==> src/rtl/if_fetch_stage.sv <==
// Instruction-fetch / PC-generation stage: owns the fetch PC, issues one outstanding
// imem request at a time and hands PC/instruction pairs to decode through a one-entry skid.
module if_fetch_stage #(
  parameter int          N        = 32,
  parameter logic [N-1:0] RESET_PC = '0,
  parameter logic [31:0] NOP      = 32'h0000_0013
) (
  input  logic         clk,
  input  logic         rst_n,
  input  logic         i_trap,
  input  logic [N-1:0] i_trap_addr,
  input  logic         i_ret_trap,
  input  logic [N-1:0] i_ret_addr,
  input  logic         i_change_pc,
  input  logic [N-1:0] i_new_pc,
  input  logic         i_stall,
  output logic         o_imem_req,
  output logic [N-1:0] o_imem_addr,
  input  logic         i_imem_gnt,
  input  logic         i_imem_rvalid,
  input  logic [31:0]  i_imem_rdata,
  output logic [N-1:0] o_pc,
  output logic [31:0]  o_inst,
  output logic         o_valid,
  output logic         o_fetch_misaligned
);

  // Handshakes: imem request transfers on a cycle with o_imem_req && i_imem_gnt; the
  // response is i_imem_rvalid one or more cycles later. Decode takes o_pc/o_inst on a
  // cycle with o_valid && !i_stall; while stalled the outputs hold.
  typedef enum logic [2:0] {S_BOOT, S_REQ, S_WAIT, S_FULL, S_FAULT} state_t;

  state_t       state_q, state_d;
  logic [N-1:0] pc_q, pend_pc, skid_pc;
  logic [31:0]  skid_inst;
  logic         kill;
  logic         redirect, misaligned, outstanding;
  logic [N-1:0] target;

  always_comb begin
    redirect = i_trap | i_ret_trap | i_change_pc;
    if (i_trap)          target = i_trap_addr;
    else if (i_ret_trap) target = i_ret_addr;
    else                 target = i_new_pc;
    misaligned = target[1:0] != 2'b00;
    // A granted request whose response has not yet arrived must be killed on redirect.
    outstanding = (state_q == S_WAIT  && !i_imem_rvalid) ||
                  (state_q == S_REQ   &&  i_imem_gnt)    ||
                  (state_q == S_FAULT &&  kill && !i_imem_rvalid);
  end

  always_ff @(posedge clk or negedge rst_n) begin
    if (!rst_n) state_q <= S_BOOT;
    else        state_q <= state_d;
  end

  always_comb begin
    state_d = state_q;
    if (redirect) begin
      if (misaligned)       state_d = S_FAULT;
      else if (outstanding) state_d = S_WAIT;
      else                  state_d = S_REQ;
    end else begin
      unique case (state_q)
        S_BOOT:  state_d = S_REQ;
        S_REQ:   if (i_imem_gnt) state_d = S_WAIT;
        S_WAIT:  if (i_imem_rvalid) begin
                   if (kill || !o_valid || !i_stall) state_d = S_REQ;
                   else                              state_d = S_FULL;
                 end
        S_FULL:  if (!i_stall) state_d = S_REQ;
        S_FAULT: state_d = S_FAULT;
        default: state_d = S_BOOT;
      endcase
    end
  end

  always_comb begin
    o_imem_req  = (state_q == S_REQ);
    o_imem_addr = pc_q;
  end

  always_ff @(posedge clk or negedge rst_n) begin
    if (!rst_n) begin
      pc_q               <= RESET_PC;
      pend_pc            <= RESET_PC;
      skid_pc            <= RESET_PC;
      skid_inst          <= NOP;
      kill               <= 1'b0;
      o_pc               <= RESET_PC;
      o_inst             <= NOP;
      o_valid            <= 1'b0;
      o_fetch_misaligned <= 1'b0;
    end else if (redirect) begin
      pc_q      <= target;
      skid_pc   <= RESET_PC;
      skid_inst <= NOP;
      kill      <= outstanding;
      o_inst    <= NOP;
      // A misaligned target is reported straight away as a NOP carrying the bad PC.
      if (misaligned) begin
        o_pc               <= target;
        o_valid            <= 1'b1;
        o_fetch_misaligned <= 1'b1;
      end else begin
        o_valid            <= 1'b0;
        o_fetch_misaligned <= 1'b0;
      end
    end else begin
      if (o_valid && !i_stall && state_q != S_FAULT) o_valid <= 1'b0;
      unique case (state_q)
        S_REQ: if (i_imem_gnt) begin
          pend_pc <= pc_q;
          pc_q    <= pc_q + N'(4);
        end
        S_WAIT: if (i_imem_rvalid) begin
          if (kill) begin
            kill <= 1'b0;
          end else if (!o_valid || !i_stall) begin
            o_pc    <= pend_pc;
            o_inst  <= i_imem_rdata;
            o_valid <= 1'b1;
          end else begin
            skid_pc   <= pend_pc;
            skid_inst <= i_imem_rdata;
          end
        end
        S_FULL: if (!i_stall) begin
          o_pc    <= skid_pc;
          o_inst  <= skid_inst;
          o_valid <= 1'b1;
        end
        S_FAULT: if (i_imem_rvalid) kill <= 1'b0;
        default: ;
      endcase
    end
  end

endmodule

==> config.mk <==
export PLATFORM = sky130hd
export DESIGN_NAME = if_fetch_stage
export DESIGN_NICKNAME = d
export VERILOG_FILES = /design/src/rtl/if_fetch_stage.sv
export SDC_FILE = /design/constraint.sdc
export NUM_CORES = 1
export LEC_CHECK = 0
export BUFFER_PORTS_ARGS = -buffer_cell sky130_fd_sc_hd__buf_2
export CAP_MARGIN = 30
export CORE_ASPECT_RATIO = 0.75
export CORE_MARGIN = 1
export CORE_UTILIZATION = 30
export DETAILED_ROUTE_END_ITERATION = 12
export HOLD_SLACK_MARGIN = 0.03
export SYNTH_ARGS = -nofsm -noshare
export SYNTH_HDL_FRONTEND = slang
export SYNTH_SLANG_ARGS = --single-unit
==> constraint.sdc <==
create_clock -name clk -period 1.65 [get_ports clk]
set_input_delay 0.0825 -clock clk [delete_from_list [all_inputs] [get_ports clk]]
set_output_delay 0.0825 -clock clk [all_outputs]
set_load 0.02 [all_outputs]
After elaboration in Yosys (flattened, before gate mapping). Index checks and enable logic that the tools add are counted.

Add/sub/neg operators: 1. Equal/unequal tests: 13. Muxes and demuxes: 47. Bitwise logic cells: 3. Reductions and logical operators: 30.

Operators by type and width (number): $mux W32 (26); $pmux W32 S2 (2); $add A32 B3 Y32 const B (1); $mux W3 (5); $pmux W3 S5 (1); $ne A3 B3 Y1 const B (4); $reduce_bool A2 Y1 (6); $mux W1 (10); $eq A3 B2 Y1 const B (2); $logic_and A1 B1 Y1 (6); $reduce_and A3 Y1 (2); $reduce_and A6 Y1 (1); $logic_or A1 B1 Y1 (5); $reduce_and A5 Y1 (1); $mux W2 (2); $ne A2 B1 Y1 const B (2); $reduce_and A2 Y1 (2); $reduce_and A4 Y1 (1); $eq A3 B1 Y1 const B (1); $eq A3 B3 Y1 const B (1); $logic_not A1 Y1 (3); $logic_not A3 Y1 (1); $ne A3 B1 Y1 const B (1); $ne A3 B2 Y1 const B (1); other kinds (6) (7).

Bits in registers: 198. Input bits: 136. Output and inout bits: 99. Word-level logic and storage cells: 104.

Logic depth before layout (Yosys ltp).
Word-level depth: 9. Gate-level depth with buffers: 8. Mapped depth without buffers: 6.

Worst setup path after synthesis. Ideal clock, no wire load.

Path type: register to register. Start point: register pc_q[8] (netlist: o_imem_addr[8]). End point: register pc_q[21] (netlist: o_imem_addr[21]). Library setup time: 0.128 ns. Data arrival time: 1.870 ns. Required time: 1.522 ns. Setup slack: -0.348 ns. Cell stages (with the launch flop): 7. Path buffers: 1. Period minus slack after synthesis: 1.998 ns. Cells stage by stage: dfrtp_1 > buf_4 > nand4_4 > or4_4 > or4_1 > a21oi_1 > nor3_1.

Longest elaborated chain between the ends: 4.

Ends and longest elaborated chain: start: declaration (line 34) `logic [N-1:0] pc_q, pend_pc, skid_pc;`; start signal: assignment (line 95) `pc_q <= target;`; start signal: assignment (line 114) `pc_q <= pc_q + N'(4);`; $add A32 B3 Y32 (line 114); $mux W32 (line 112) `S_REQ: if (i_imem_gnt) begin`; $mux W32 (line 111) `unique case (state_q)`; $mux W32 (line 94) `end else if (redirect) begin`.

Every way passes these cells. The select of a mux whose other input is x is not followed. A chain may end at the register's enable or synchronous reset.

Worst setup path after layout.
Start point: register state_q[0]. End point: register skid_inst[31].

Longest elaborated chain between the ends: 3.

Ends and longest elaborated chain: start: declaration (line 33) `state_t state_q, state_d;`; start signal: assignment (line 54) `else state_q <= state_d;`; $eq A3 B2 Y1 (line 111); $reduce_bool A2 Y1 (no source line); $reduce_and A4 Y1 (no source line); end signal: assignment (line 125) `skid_inst <= i_imem_rdata;`; end: declaration (line 35) `logic [31:0] skid_inst;`.

Every way passes these cells.

==> reports/results.tsv <==
metric	value	unit
status	finished with violations	
violations	setup timing	
worstReg2RegStart	state_q[0]	
netlist_area	9940	um^2
synthFlopType	dfrtp_1	
fin_nets	1552	
finalClockSkew	0.0166	ns
syn_area_per_cell	9.92	um^2
crit_type	reg2reg	
worstReg2RegEnd	skid_inst[31]	
synth.distinct_cells	61	
grt_start_max_net_pins	63	
startpoint_type	flop	
slew_headroom	61.8	%
synth_edf_count	0	
numPortBuffers	234	
synthArstFlopShare	100	%
drive_above_1_share	48.1	%
period_share	108	%
grt_pass1_vias	9383	
p_leak	7.46	nW
r2r_slack	-0.13	ns
drtIter0Drc	672	
cp.arrival	2.15	ns
layout_common_cells	232 x buf_2, 185 x dfrtp_1, 153 x nand2_1, 129 x buf_4, 62 x mux2i_1	
power_density	823	nW/um^2
final_common_cell	buf_2	
maxCapViolations	0	
cp-startpoint	state_q[0]	
num_io_pins	235	
vias_per_cell	5.23	
gp_congestion	0.863	
gr-usage-all-layers	20.9	%
worstPathMaxFanout	8	
cp-end-kind	flop	
yosysSeqAreaShare	49.9	%
die-height	160	um
wl_per_cell	20.4	um
hold_path_class	in2reg	
setup_slack	-0.131	ns
dieArea	33900	um^2
required	2.01	ns
htreeDepth	4	
cts_root_buffer	clkbuf_16	
setup_viol	118	
fillCellCount	3014	
synth-seq-cells	198	
finalMaxSlewViolations	0	
tightest_slew	0.568	ns
hold_viol_final	0	
setup_tns	-6.76	ns
via_count	9783	
max_freq	561	MHz
fp.coreArea	32500	um^2
antenna_found_initial	1	
grt-ovfl-total	0	
antenna_left	0	
cts_sinks	198	
whs	0.0545	ns
ir_drop	0.646	mV
insertion_delay	0.45	ns
grt_pass1_wl	54500	um
numCtsBuffers	17	
grt_setup_unrepaired	true	
wl	38100	um
cts_tree	yes	
syn_nets	1139	
cts_buffer_depth	2	
min_period	1.78	ns
rows	57	
dp_hpwl	25200	um
syn_to_final_growth	53.8	%
r2r_cells	8	
dr.pass1.iters	5	
syn_inst	1002	
yosysWarnings	0	
clk_pin_slew	0.07	ns
die_w	212	um
post-route-drc-count	0	
initial_core_util	30.6	%
setup.worst_path.end	skid_inst[31]	
-- worst min path at each step --
| stage | slack (ns) | endpoint | depth (start not counted) | start |
|---|---|---|---|---|
| final | 0.05 | o_imem_addr[30] | 3 | i_trap_addr[30] |
| after global routing | 0.06 | o_pc[23] | 4 | i_trap_addr[23] |
| after CTS | 0.03 | o_imem_addr[0] | 3 | i_ret_addr[0] |
| after detailed placement | -0.03 | skid_inst[23] | 1 | rst_n |
| after global placement | -0.03 | skid_inst[23] | 1 | rst_n |
| after floorplan | -0.21 | kill | 0 | rst_n |
-- state kept, by name, indices dropped and copies added, names as in the netlist --
name,cells
o_imem_addr,32
o_inst,32
o_pc,32
pend_pc,32
skid_inst,32
skid_pc,32
state_q,3
kill,1
o_fetch_misaligned,1
o_valid,1
-- report_power, final --
part	switching (mW)	leakage (nW)	internal [mW]
registers	0.279	2.59	5.22
clock network	2.11	0.270	2.01
logic	1.63	4.60	1.34
total	4.01	7.46	8.57
-- routing by layer --
layer | wire length (um) | vias to the layer above | part of all wire, % | GRT usage, %
li1 | - | 4453 | - | -
met5 | 0 | - | 0 | 0
met3 | 2270 | 55 | 6.0 | 3.72
met1 | 17000 | 4921 | 45 | 28.9
met4 | 944 | 0 | 2.5 | 6.74
met2 | 17900 | 354 | 47 | 33.1
-- kinds of logic after synthesis --
| kind of cell | Yosys count | synth area share [%] |
|---|---|---|
| AND/OR/NAND/NOR | 301 | 13.9 |
| AO/OA/AOI/OAI | 292 | 18.9 |
| flip-flops | 198 | 49.9 |
| multiplexers | 124 | 13.2 |
| buffers and inverters | 84 | 3.76 |
| XOR/XNOR | 2 | 0.176 |
| adder cells (fa/ha/maj) | 1 | 0.126 |
-- through the flow --
step | power (mW) | utilization (%) | worst slack, ns | cell area [um^2] | std cells
global route | 13.1 | 47.0 | -0.188 | 15300 | 1871
finish | 12.6 | 47.0 | -0.131 | 15300 | 1871
floorplan | 6.80 | - | -0.264 | 9990 | 1002
detailed placement | 8.20 | 39.6 | -0.175 | 12900 | 1760
CTS | 12.4 | 43.5 | -0.0917 | 14200 | 1843
global placement | 8.17 | 39.6 | -0.148 | 12900 | 1760
-- critical path: stages (launching register included) --
cell and delay (ns):
dfrtp_1 0.43, buf_6 0.15, buf_6 0.12, nor4_4 0.32, buf_6 0.16, buf_12 0.13, clkbuf_16 0.19, nand2_1 0.07
a21oi_1 0.13
-- repair_timing --
| item | in CTS | in global routing |
|---|---|---|
| buffers inserted | 8 | 19 |
| hold endpoints to repair | 263 | 0 |
| pin swaps | 12 | 77 |
| hold buffers | 41 | 0 |
| cloned | 2 | 9 |
| setup endpoints to repair | 179 | 187 |
| gates resized for setup | 45 | 194 |
-- synth_stat cells (all sizes together) (4+ instances only) --
master   number  area, um^2
o22ai         5        31.3
o31ai        34         255
nand4         8        65.1
dfstp         6         158
inv          11        41.3
nor2b         8        50.1
a2bb2oi       9        78.8
o21bai       10        75.1
a22oi        12        90.1
or4           4        33.8
clkbuf       38         143
nor3          8        40.0
buf          35         190
and3         10        62.6
a221o        16         160
nor2         28         121
a31oi         8        65.1
a21oi        98         490
nand3b        5        37.5
nand2       196         738
mux2i        63         631
mux2         61         687
o22a          4        35.0
o2bb2ai       6        52.6
nand2b        8        50.1
nand3        14        70.1
dfrtp       192        4800
nor4          4        46.3
o21ai        67         335
-- layout make-up --
cell class / instances / area (um^2) / area share [%]
flip-flops and latches: 198 / 4970 / 32.5
well taps: 442 / 553 / 3.62
multi-input cells: 720 / 5470 / 35.8
repair buffers: 467 / 3680 / 24.1
clock buffers: 19 / 433 / 2.83
clock inverters: 13 / 134 / 0.875
inverters: 11 / 41.3 / 0.270
diodes: 1 / 2.50 / 0.0164
No activity file was read; power rests on OpenSTA's default activity.
